`config.mk`:
```
export PLATFORM = sky130hd
export DESIGN_NAME = rom_dl_router
export DESIGN_NICKNAME = d
export VERILOG_FILES = /design/src/rtl/rom_dl_pkg.sv /design/src/rtl/rom_region_decode.sv /design/src/rtl/rom_dl_router.sv
export SDC_FILE = /design/constraint.sdc
export NUM_CORES = 1
export LEC_CHECK = 0
export BUFFER_PORTS_ARGS = -buffer_cell sky130_fd_sc_hd__buf_2
export CAP_MARGIN = 40
export CORE_MARGIN = 2
export CORE_UTILIZATION = 51
export DETAILED_ROUTE_END_ITERATION = 10
export PLACE_DENSITY = 0.8
export SYNTH_ARGS = -nofsm -noshare
export SYNTH_HDL_FRONTEND = slang
export SYNTH_SLANG_ARGS = --single-unit
```
`constraint.sdc`:
```
create_clock -name clk_sys -period 3.5 [get_ports clk_sys]
set_input_delay 0.35 -clock clk_sys [delete_from_list [all_inputs] [get_ports clk_sys]]
set_output_delay 0.35 -clock clk_sys [all_outputs]
set_load 0.01 [all_outputs]
```
`src/rtl/rom_dl_pkg.sv`:
```
// rtl/rom_dl_pkg.sv - shared types and region map for the ROM download router
package rom_dl_pkg;

   typedef enum logic [1:0] {
      IDLE = 2'd0,
      LOAD = 2'd1,
      HOLD = 2'd2,
      RUN  = 2'd3
   } state_t;

   // Inclusive address windows of the four ROM regions inside the image
   localparam logic [15:0] PGM_BASE  = 16'h0000;
   localparam logic [15:0] PGM_LIMIT = 16'h3FFF;
   localparam logic [15:0] R1K_BASE  = 16'h4000;
   localparam logic [15:0] R1K_LIMIT = 16'h4FFF;
   localparam logic [15:0] R1H_BASE  = 16'h5000;
   localparam logic [15:0] R1H_LIMIT = 16'h5FFF;
   localparam logic [15:0] R6L_BASE  = 16'h6000;
   localparam logic [15:0] R6L_LIMIT = 16'h601F;

   // One-hot loader selects, {6L,1H,1K,PGM}
   localparam logic [3:0] SEL_NONE = 4'b0000;
   localparam logic [3:0] SEL_PGM  = 4'b0001;
   localparam logic [3:0] SEL_1K   = 4'b0010;
   localparam logic [3:0] SEL_1H   = 4'b0100;
   localparam logic [3:0] SEL_6L   = 4'b1000;

endpackage

```
`src/rtl/rom_region_decode.sv`:
```
// rtl/rom_region_decode.sv - maps an ioctl byte address onto a ROM region and offset
module rom_region_decode
   import rom_dl_pkg::*;
(
   input  logic [24:0] addr,
   output logic [3:0]  sel,
   output logic [15:0] offset,
   output logic        out_of_range
);

   // Walk the regions in ascending order; anything past 6L or above 64K is rejected
   always_comb begin
      sel          = SEL_NONE;
      offset       = 16'h0000;
      out_of_range = 1'b0;
      if (addr[24:16] != 9'd0) begin
         out_of_range = 1'b1;
      end else if (addr[15:0] <= PGM_LIMIT) begin
         sel    = SEL_PGM;
         offset = addr[15:0] - PGM_BASE;
      end else if (addr[15:0] <= R1K_LIMIT) begin
         sel    = SEL_1K;
         offset = addr[15:0] - R1K_BASE;
      end else if (addr[15:0] <= R1H_LIMIT) begin
         sel    = SEL_1H;
         offset = addr[15:0] - R1H_BASE;
      end else if (addr[15:0] <= R6L_LIMIT) begin
         sel    = SEL_6L;
         offset = addr[15:0] - R6L_BASE;
      end else begin
         out_of_range = 1'b1;
      end
   end

endmodule

```
`src/rtl/rom_dl_router.sv`:
```
// rtl/rom_dl_router.sv - routes the OSD ROM download into the core loaders and gates core reset
module rom_dl_router
   import rom_dl_pkg::*;
#(
   parameter logic [7:0]  ROM_INDEX     = 8'd0,
   parameter logic [16:0] EXPECTED_SIZE = 17'h06020,
   parameter int          HOLD_CYCLES   = 16
)(
   input  logic        clk_sys,
   input  logic        reset,
   input  logic        ioctl_download,
   input  logic [7:0]  ioctl_index,
   input  logic        ioctl_wr,
   input  logic [24:0] ioctl_addr,
   input  logic [7:0]  ioctl_dout,
   output logic        rom_wr,
   output logic [15:0] rom_addr,
   output logic [7:0]  rom_data,
   output logic [3:0]  rom_sel,
   output logic        core_reset,
   output logic        dl_done,
   output logic [1:0]  dl_err,
   output logic [16:0] byte_count
);

   localparam int HW = $clog2(HOLD_CYCLES + 1);

   state_t        state;
   state_t        state_next;
   logic          dl_q;
   logic [HW-1:0] hold_cnt;
   logic          rise;
   logic          fall;
   logic          hit;
   logic          accept;
   logic          bad;
   logic          hold_last;
   logic [16:0]   count_next;
   logic [3:0]    dec_sel;
   logic [15:0]   dec_off;
   logic          dec_oor;

   rom_region_decode u_decode (
      .addr         (ioctl_addr),
      .sel          (dec_sel),
      .offset       (dec_off),
      .out_of_range (dec_oor)
   );

   assign rise       = ioctl_download & ~dl_q;
   assign fall       = ~ioctl_download & dl_q;
   assign hit        = (state == LOAD) && ioctl_wr && (ioctl_index == ROM_INDEX);
   assign accept     = hit & ~dec_oor;
   assign bad        = hit & dec_oor;
   assign hold_last  = (hold_cnt == HW'(HOLD_CYCLES - 1));
   // Count including the byte accepted this cycle, so a write coincident with the fall is counted
   assign count_next = (accept && (byte_count != 17'h1FFFF)) ? byte_count + 17'd1 : byte_count;

   // Delayed download level; tracks the input through reset so a level already high is not an edge
   always_ff @(posedge clk_sys) begin
      dl_q <= ioctl_download;
   end

   // State register
   always_ff @(posedge clk_sys) begin
      if (reset) state <= IDLE;
      else       state <= state_next;
   end

   // Next-state logic
   always_comb begin
      state_next = state;
      case (state)
         IDLE: if (rise) state_next = LOAD;
         LOAD: if (fall) state_next = HOLD;
         HOLD: if (hold_last) state_next = (dl_err == 2'b00) ? RUN : IDLE;
         RUN:  if (rise) state_next = LOAD;
         default: state_next = IDLE;
      endcase
   end

   // Core is released only while running a validated image
   always_comb begin
      core_reset = (state != RUN);
      dl_done    = (state == RUN);
   end

   // Post-download hold counter, parked at zero outside HOLD
   always_ff @(posedge clk_sys) begin
      if (reset || (state != HOLD)) hold_cnt <= '0;
      else if (!hold_last)          hold_cnt <= hold_cnt + 1'b1;
   end

   // Byte count and sticky error flags, cleared when a new download starts
   always_ff @(posedge clk_sys) begin
      if (reset) begin
         byte_count <= 17'd0;
         dl_err     <= 2'b00;
      end else if (((state == IDLE) || (state == RUN)) && rise) begin
         byte_count <= 17'd0;
         dl_err     <= 2'b00;
      end else if (state == LOAD) begin
         byte_count <= count_next;
         if (bad) dl_err[0] <= 1'b1;
         if (fall && (count_next != EXPECTED_SIZE)) dl_err[1] <= 1'b1;
      end
   end

   // Registered write strobe toward the core loaders, one cycle behind ioctl_wr
   always_ff @(posedge clk_sys) begin
      if (reset) begin
         rom_wr   <= 1'b0;
         rom_sel  <= SEL_NONE;
         rom_addr <= 16'h0000;
         rom_data <= 8'h00;
      end else begin
         rom_wr  <= accept;
         rom_sel <= accept ? dec_sel : SEL_NONE;
         if (accept) begin
            rom_addr <= dec_off;
            rom_data <= ioctl_dout;
         end
      end
   end

endmodule

```
# [Word-level counts from Yosys, hierarchy flattened]
# Index checks and enable logic that the tools add are counted.
[word_totals] regBits=56 in_bits=45 word_cells=81
[classes] n_addsub=5 order_cmp=4 n_eq_ne=11 muxes=20 n_bitwise=8 n_reduce_logical=20
[op_table] operator="$mux 16" count=5
[op_table] operator="$le 16x15->1 const B" count=3
[op_table] operator="$sub 16x15->16 const B" count=3
[op_table] operator="$add 17x1->17 const B" count=1
[op_table] operator="$mux 17" count=1
[op_table] operator="$ne 17x15->1 const B" count=1
[op_table] operator="$ne 17x17->1 const B" count=1
[op_table] operator="$le 16x14->1 const B" count=1
[op_table] operator="$mux 2" count=5
[op_table] operator="$reduce_bool 9->1" count=1
[op_table] operator="$logic_not 8->1" count=1
[op_table] operator="$ne 2x2->1 const B" count=4
[op_table] operator="$mux 1" count=6
[op_table] operator="$pmux 2 s3" count=1
[op_table] operator="$reduce_or 6->1" count=1
[op_table] operator="$add 5x1->5 const B" count=1
[op_table] operator="$eq 5x4->1 const B" count=1
[op_table] operator="$logic_and 1x1->1" count=5
[op_table] operator="$reduce_or 5->1" count=1
[op_table] operator="$and 1x1->1" count=4
[op_table] operator="$eq 2x2->1 const B" count=2
[op_table] operator="$logic_not 2->1" count=2
[op_table] operator="$mux 4" count=1
[op_table] operator="$not 1->1" count=4
[op_table] operator="9 further kinds" count=12

# [Logic depth before layout (Yosys ltp)]
# Gate-level depths: netlist (run 1).
[logic_depth] word_depth=13 depth_mapped=14

# [Hierarchy]
# From an unflattened synthesis (run 1), not the netlist that was laid out.
[hier_totals] hier_cells=385 hier_area_um2=3086.7
[by_module_without_submodules] module="rom_dl_router" n_inst=1 cells_per_inst=303 area_per_inst_um2=2493.6
[by_module_without_submodules] module="rom_region_decode" n_inst=1 cells_per_inst=82 area_per_inst_um2=593.1

# [Worst setup path after synthesis (run 1)]
# No wires, ideal clock.
[synth_path] path_type="register to register" from="register byte_count[0]" to="register dl_err[1]" setup_ns=0.121 t_arrival_ns=3.125 slack_ns=0.254 path_stages_with_launch=15 cell_sequence="dfxtp_1 -> ha_1 -> inv_1 -> or3_1 -> clkbuf_1 -> nor3_1 -> and3_1 -> ha_1 -> clkbuf_1 -> or4_1 -> a211oi_1 -> mux2i_1 -> o21ai_0 -> a211oi_1 -> o2bb2ai_1"
[synth_between] elab_chain_cells=6 elab_cells_between_ends=7 cone_classes="1 x add/sub; 2 x eq/ne; 1 x mux; 3 x reduce/logical"
[synth_lines] item="from (decl)" line_no="rom_dl_router.sv:23" rtl="output logic [16:0] byte_count"
[synth_lines] item="from (signal assigned)" line_no="rom_dl_router.sv:103" rtl="byte_count <= count_next;"
[synth_lines] item="branches (longest 2 deep; another with $add 17x1->17)"
[synth_lines] item="$mux 17 *" line_no="rom_dl_router.sv:57" rtl="assign count_next = (accept && (byte_count != 17'h1FFFF)) ? byte_count + 17'd1 : byte_count;"
[synth_lines] item="$ne 17x15->1 *" line_no="rom_dl_router.sv:105" rtl="if (fall && (count_next != EXPECTED_SIZE)) dl_err[1] <= 1'b1;"
[synth_lines] item="$logic_and 1x1->1 *" line_no="rom_dl_router.sv:105"
[synth_lines] item="$reduce_and 2->1 (no line) *"
[synth_lines] item="to (signal assigned)" line_no="rom_dl_router.sv:98" rtl="dl_err <= 2'b00;"
[synth_lines] item="to (signal assigned)" line_no="rom_dl_router.sv:101" rtl="dl_err <= 2'b00;"
[synth_lines] item="to (signal assigned)" line_no="rom_dl_router.sv:105"
[synth_lines] item="to (decl)" line_no="rom_dl_router.sv:22" rtl="output logic [1:0] dl_err,"
# Mark *: on every way between the ends.
# A chain may end at the register's enable or synchronous reset.

# [Worst setup path in the final report (run 1)]
# Ends and elaborated chain as after synthesis.

==> flow_summary.ini, run 1 <==
[critical_path]
worstSetupPathType = reg2reg
critPathMaxFanout = 7
rr_startpoint = byte_count[0]
critPathMaxStageDelay_ps = 540
critPathSlowestCell = or4_1
endpoint_kind = flip-flop
worstPathArrival_ps = 3320
critPathLaunchType = flip-flop
cp_cell_sequence = ha_1, inv_1, or3_1, nor3_1, and3_1, ha_1, or4_1, a211oi_1, buf_4, mux2i_1, o21ai_0, a211oi_1, o2bb2ai_1
cp-startpoint = byte_count[0]
cp.required_ps = 3700
crit_buf_inv = 2
cpLargestDelayFamily = simple AND/OR/NAND/NOR gates

[clock_tree]
post-cts-setup-buffer-count = 0
clockBufferDepth = 2
cts_resized = 0
cts_sinks = 56
postCtsHoldBufs = 0
clk_latency_ps = 310
cts-root-buf = clkbuf_8
htree_levels = 2
cts_made_buffers = 5
cts_tree = done
path_clk_slew_ps = 100

[cells_and_area]
diodes = 0
drive_gt1_share_pct = 25.9
nNetsFinal = 526
syn_to_final_growth_pct = 21.9

[yosys]
yosysTopAreaCell = dfxtp_1
seq_area_frac_synth_pct = 37.4
ys_top_cells_by_area = dfxtp_1, nand2_1, ha_1
synth.distinct_cells = 53
mappedNetlistArea_mm2 = 0.00300
synth.most_common_cell = nand2_1
synth_flop_cell = dfxtp_1
syn_inst = 372
yosysTopAreaCellShare_pct = 37.4
synthTopCellsByCount = nand2_1, dfxtp_1, nor2_1
async_reset_ff_share_pct = 0
ys_seq_elements = 56
yosysWarnings = 0
synth_edf_count = 0
avgSynthCellArea_um2 = 8.05
synth_fp_nets = 435

[power]
clkPwrFrac_pct = 31.4
seq_power_share_pct = 50.0
p_leak_nw = 1.56
p_sw_mw = 0.378
combPwrFrac_pct = 18.5
swShare_pct = 28.0
p_per_area_mw_per_mm2 = 370
power.internal_mw = 0.973
total_power_mw = 1.35
vdd.ir_drop.worst_uv = 331

[placement]
place_congestion = 0.939
dp_hpwl_um = 5570
numPortBuffers = 94

[timing]
tightest_slew_ps = 622
period_minus_slack_ps = 3120
period_share_pct = 89.2
fin_tns_setup_ps = 0
final-hold-violation-count = 0
rsz0062_at_grt = no
clock_skew_ps = 5.28
setup_violations = 0
maxSlewViolCount = 0
slew_headroom_pct = 58.4
fmax_ghz = 0.320

[global_routing]
grt_pass1_wl_um = 12100
grt_pass1_vias = 2808
overflow = 0
grt_antenna_before_repair = 0
grt_max_degree = 33
grt_usage_pct = 23.4

[routing]
drt_first_pass_iters = 4
wl_per_cell_um = 14.0
ant_nets = 0
drt_iter0_markers = 184
drc = 0
wl_um = 7500
via_per_inst = 5.61
routed-via-count = 3005

[job]
cap_viol_max_count = 0

[floorplan]
core_mm2 = 0.00557
die-area_mm2 = 0.00650
io_pins = 95
rows = 27
die_w_um = 80.6
initial_utilization_pct = 53.7
die_h_um = 80.6

[min_path]
hp-start = ioctl_download
min_path_type = in2reg

[run_status]
status = finished, final reports clean
flip-flops by register name, summed over array words and instances, names as in the netlist, 2 cells and up:
signal	cells
rom_addr	16
hold_cnt	5
state	2
byte_count	17
rom_data	8
rom_sel	4
dl_err	2
path summary, 6_finish.rpt:
path,slack [ps],depth (start not counted),to
hold / removal,170,1,dl_q
setup reg to reg,380,13,dl_err[1]
setup / recovery,380,13,dl_err[1]
hold reg to reg,450,2,rom_addr[15]
per-layer routing:
layer	global-route usage (%)	up-vias	share of wire, %
li1	-	1470	-
met5	0	-	0
met3	5.96	17	8.3
met2	39.8	122	47
met4	8.64	0	2.0
met1	28.2	1396	43
per-stage QoR:
step | util [%] | hold slack [ps] | instance area (um2) | std cells | setup slack [ps]
floorplan | - | 378 | 3000 | 372 | 254
global placement | 63.5 | 436 | 3540 | 528 | 455
detailed placement | 63.5 | 443 | 3540 | 528 | 396
CTS | 65.5 | 168 | 3650 | 536 | 380
global route | 65.5 | 153 | 3650 | 536 | 169
finish | 65.5 | 171 | 3650 | 536 | 378
power by group through the flow:
stage	combinational [mW]	clock [mW]	sequential (mW)
floorplan	0.168	0	0.689
global placement	0.239	0	0.691
detailed placement	0.246	0	0.691
CTS	0.248	0.429	0.677
global route	0.277	0.463	0.680
finish	0.250	0.425	0.676
cell usage in the layout (no fill, tap or decap), types with 3 or more instances in the layout:
cell type	count
nand2_1	62
nand4b_1	3
xnor2_1	10
a211oi_1	4
or3_1	8
nor3_1	8
inv_1	16
buf_4	6
o21ai_0	13
a31oi_1	3
nor4_1	5
nand3_1	6
ha_1	18
nor2_1	38
dfxtp_1	56
a21oi_1	36
and3_1	4
nand2b_1	3
buf_2	94
or4_1	3
nor3b_1	3
xor2_1	11
clkbuf_8	5
mux2i_1	4
nand4_1	5
final cells by class:
type | count | area, um2
fillers | 493 | 1920
multi-input cells | 284 | 1750
flip-flops and latches | 56 | 1120
repair buffers | 100 | 515
well taps | 72 | 90.1
clock buffers | 5 | 68.8
inverters | 16 | 60.1
clock inverters | 3 | 42.5
kinds of logic (layout without fill, tap and decap cells):
logic type	count (synthesis)	after routing	synth area share, %
and+or+nand+nor	162	162	26.3
AOI/OAI and AO/OA	79	79	17.2
DFF	56	56	37.4
buffers and inverters	32	124	4.05
xor gates and xnor gates	21	21	6.14
adders and majority gates	18	18	7.52
muxes	4	4	1.34
worst reg2reg max path, stage by stage (launching register included):
cell,delay [ps]
dfxtp_1,370
ha_1,280
inv_1,80
or3_1,200
nor3_1,100
and3_1,200
ha_1,280
or4_1,540
a211oi_1,220
buf_4,170
mux2i_1,160
o21ai_0,100
a211oi_1,230
o2bb2ai_1,100
Note: power is estimated with default switching activity, not from simulation.
==> inputs of run 2 (changes only) <==
Settings changed: CORE_MARGIN 2 to not set.
==> flow_summary.ini, run 2 (same netlist as run 1, synthesis figures left out) <==
[power]
p_per_area_mw_per_mm2 = 353
vdd.ir_drop.worst_uv = 273
total_power_mw = 1.28
p_leak_nw = 1.55

[timing]
clock_skew_ps = 6.29
maxSlewViolCount = 0
period_minus_slack_ps = 3150
final-hold-violation-count = 0
tightest_slew_ps = 617
fin_ws_ps = 352
fmax_ghz = 0.318
rsz0062_at_grt = no
slew_headroom_pct = 58.8
fin_tns_setup_ps = 0
hold-worst-slack_ps = 177
setup_violations = 0
period_share_pct = 90.0

[clock_tree]
cts_tree = done
post-cts-setup-buffer-count = 0
htree_levels = 2
cts_sinks = 56
path_clk_slew_ps = 90
cts_made_buffers = 5
cts_resized = 0
clockBufferDepth = 2
clk_latency_ps = 310
cts-root-buf = clkbuf_8
postCtsHoldBufs = 0

[cells_and_area]
nNetsFinal = 526
drive_gt1_share_pct = 25.4
top_register = byte_count
diodes = 0
final_util_pct = 65.1
fill_cells = 503
reg_top3 = byte_count (17), rom_addr (16), rom_data (8)
syn_to_final_growth_pct = 21.2
layout_common_cells = buf_2, nand2_1, dfxtp_1, nor2_1, a21oi_1
layout.cells.most_common = buf_2
largest_reg_flops = 17

[routing]
ant_nets = 0
drt_first_pass_iters = 4
via_per_inst = 5.43
drt_iter0_markers = 88
wl_um = 6920
drc = 0
wl_per_cell_um = 12.9
routed-via-count = 2909

[floorplan]
core_mm2 = 0.00557
initial_utilization_pct = 53.7
io_pins = 95
die_h_um = 78.6
die_w_um = 78.6
rows = 27
die-area_mm2 = 0.00618

[placement]
dp_hpwl_um = 5280
numPortBuffers = 94
place_congestion = 0.901
dp_slack_ps = 405

[global_routing]
grt_pass1_wl_um = 11400
grt_usage_pct = 23.0
grt_max_degree = 33
grt_antenna_before_repair = 0
overflow = 0
grt_pass1_vias = 2666

[run_status]
status = finished, final reports clean

[critical_path]
worstSetupPathType = reg2reg
cp.required_ps = 3700
r2r_cells = 13
critPathMaxFanout = 8
worstPathArrival_ps = 3340
critPathLaunchType = flip-flop
endpoint_kind = flip-flop

[job]
cap_viol_max_count = 0

[min_path]
min_path_type = in2reg
hold_depth = 1
==> run 2: cell count changes in the layout (fill, tap and decap cells not counted) <==
cell        delta
clkinv_2       -1
clkinvlp_4     -1
clkbuf_8       +1
bufinv_16      -1
clkbuf_1       +2
==> run 2: path summary, 6_finish.rpt <==
kind	slack (ps)	to	start
setup / recovery	350	dl_err[1]	byte_count[0]
hold / removal	180	dl_q	ioctl_download
setup reg to reg	350	dl_err[1]	byte_count[0]
hold reg to reg	460	rom_addr[8]	rom_addr[8]
==> run 2: metrics by stage <==
step / instances / area (um2)
floorplan: 372 / 3000
global placement: 528 / 3540
detailed placement: 528 / 3540
CTS: 536 / 3630
global route: 536 / 3630
finish: 536 / 3630
==> run 2: layout make-up <==
cell class	count	area (um2)	share of cell area [%]
inverters	16	60.1	1.65
repair buffers	100	515	14.2
multi-input cells	284	1750	48.3
well taps	72	90.1	2.48
clock buffers	8	90.1	2.48
flip-flops and latches	56	1120	30.9
==> run 2: metal layers <==
metal	global-route usage (%)	wire, um	up-vias
met2	38.4	3170	97
met1	28.6	3150	1329
met4	9.07	99	0
li1	-	-	1474
met5	0	0	-
met3	4.88	506	9
==> run 2: power by group <==
group | switching [mW] | internal [mW] | leakage [nW]
Combinational | 0.143 | 0.104 | 1.05
Clock | 0.195 | 0.162 | 0.0455
Sequential | 0.0209 | 0.656 | 0.452
Total | 0.359 | 0.922 | 1.55
==> run 2: worst max-delay path, stage by stage, from the launching register on <==
cell,delay [ps]
dfxtp_1,370
ha_1,280
inv_1,90
or3_1,210
nor3_1,90
and3_1,200
ha_1,260
or4_1,540
a211oi_1,240
buf_4,170
mux2i_1,170
o21ai_0,90
a211oi_1,230
o2bb2ai_1,100
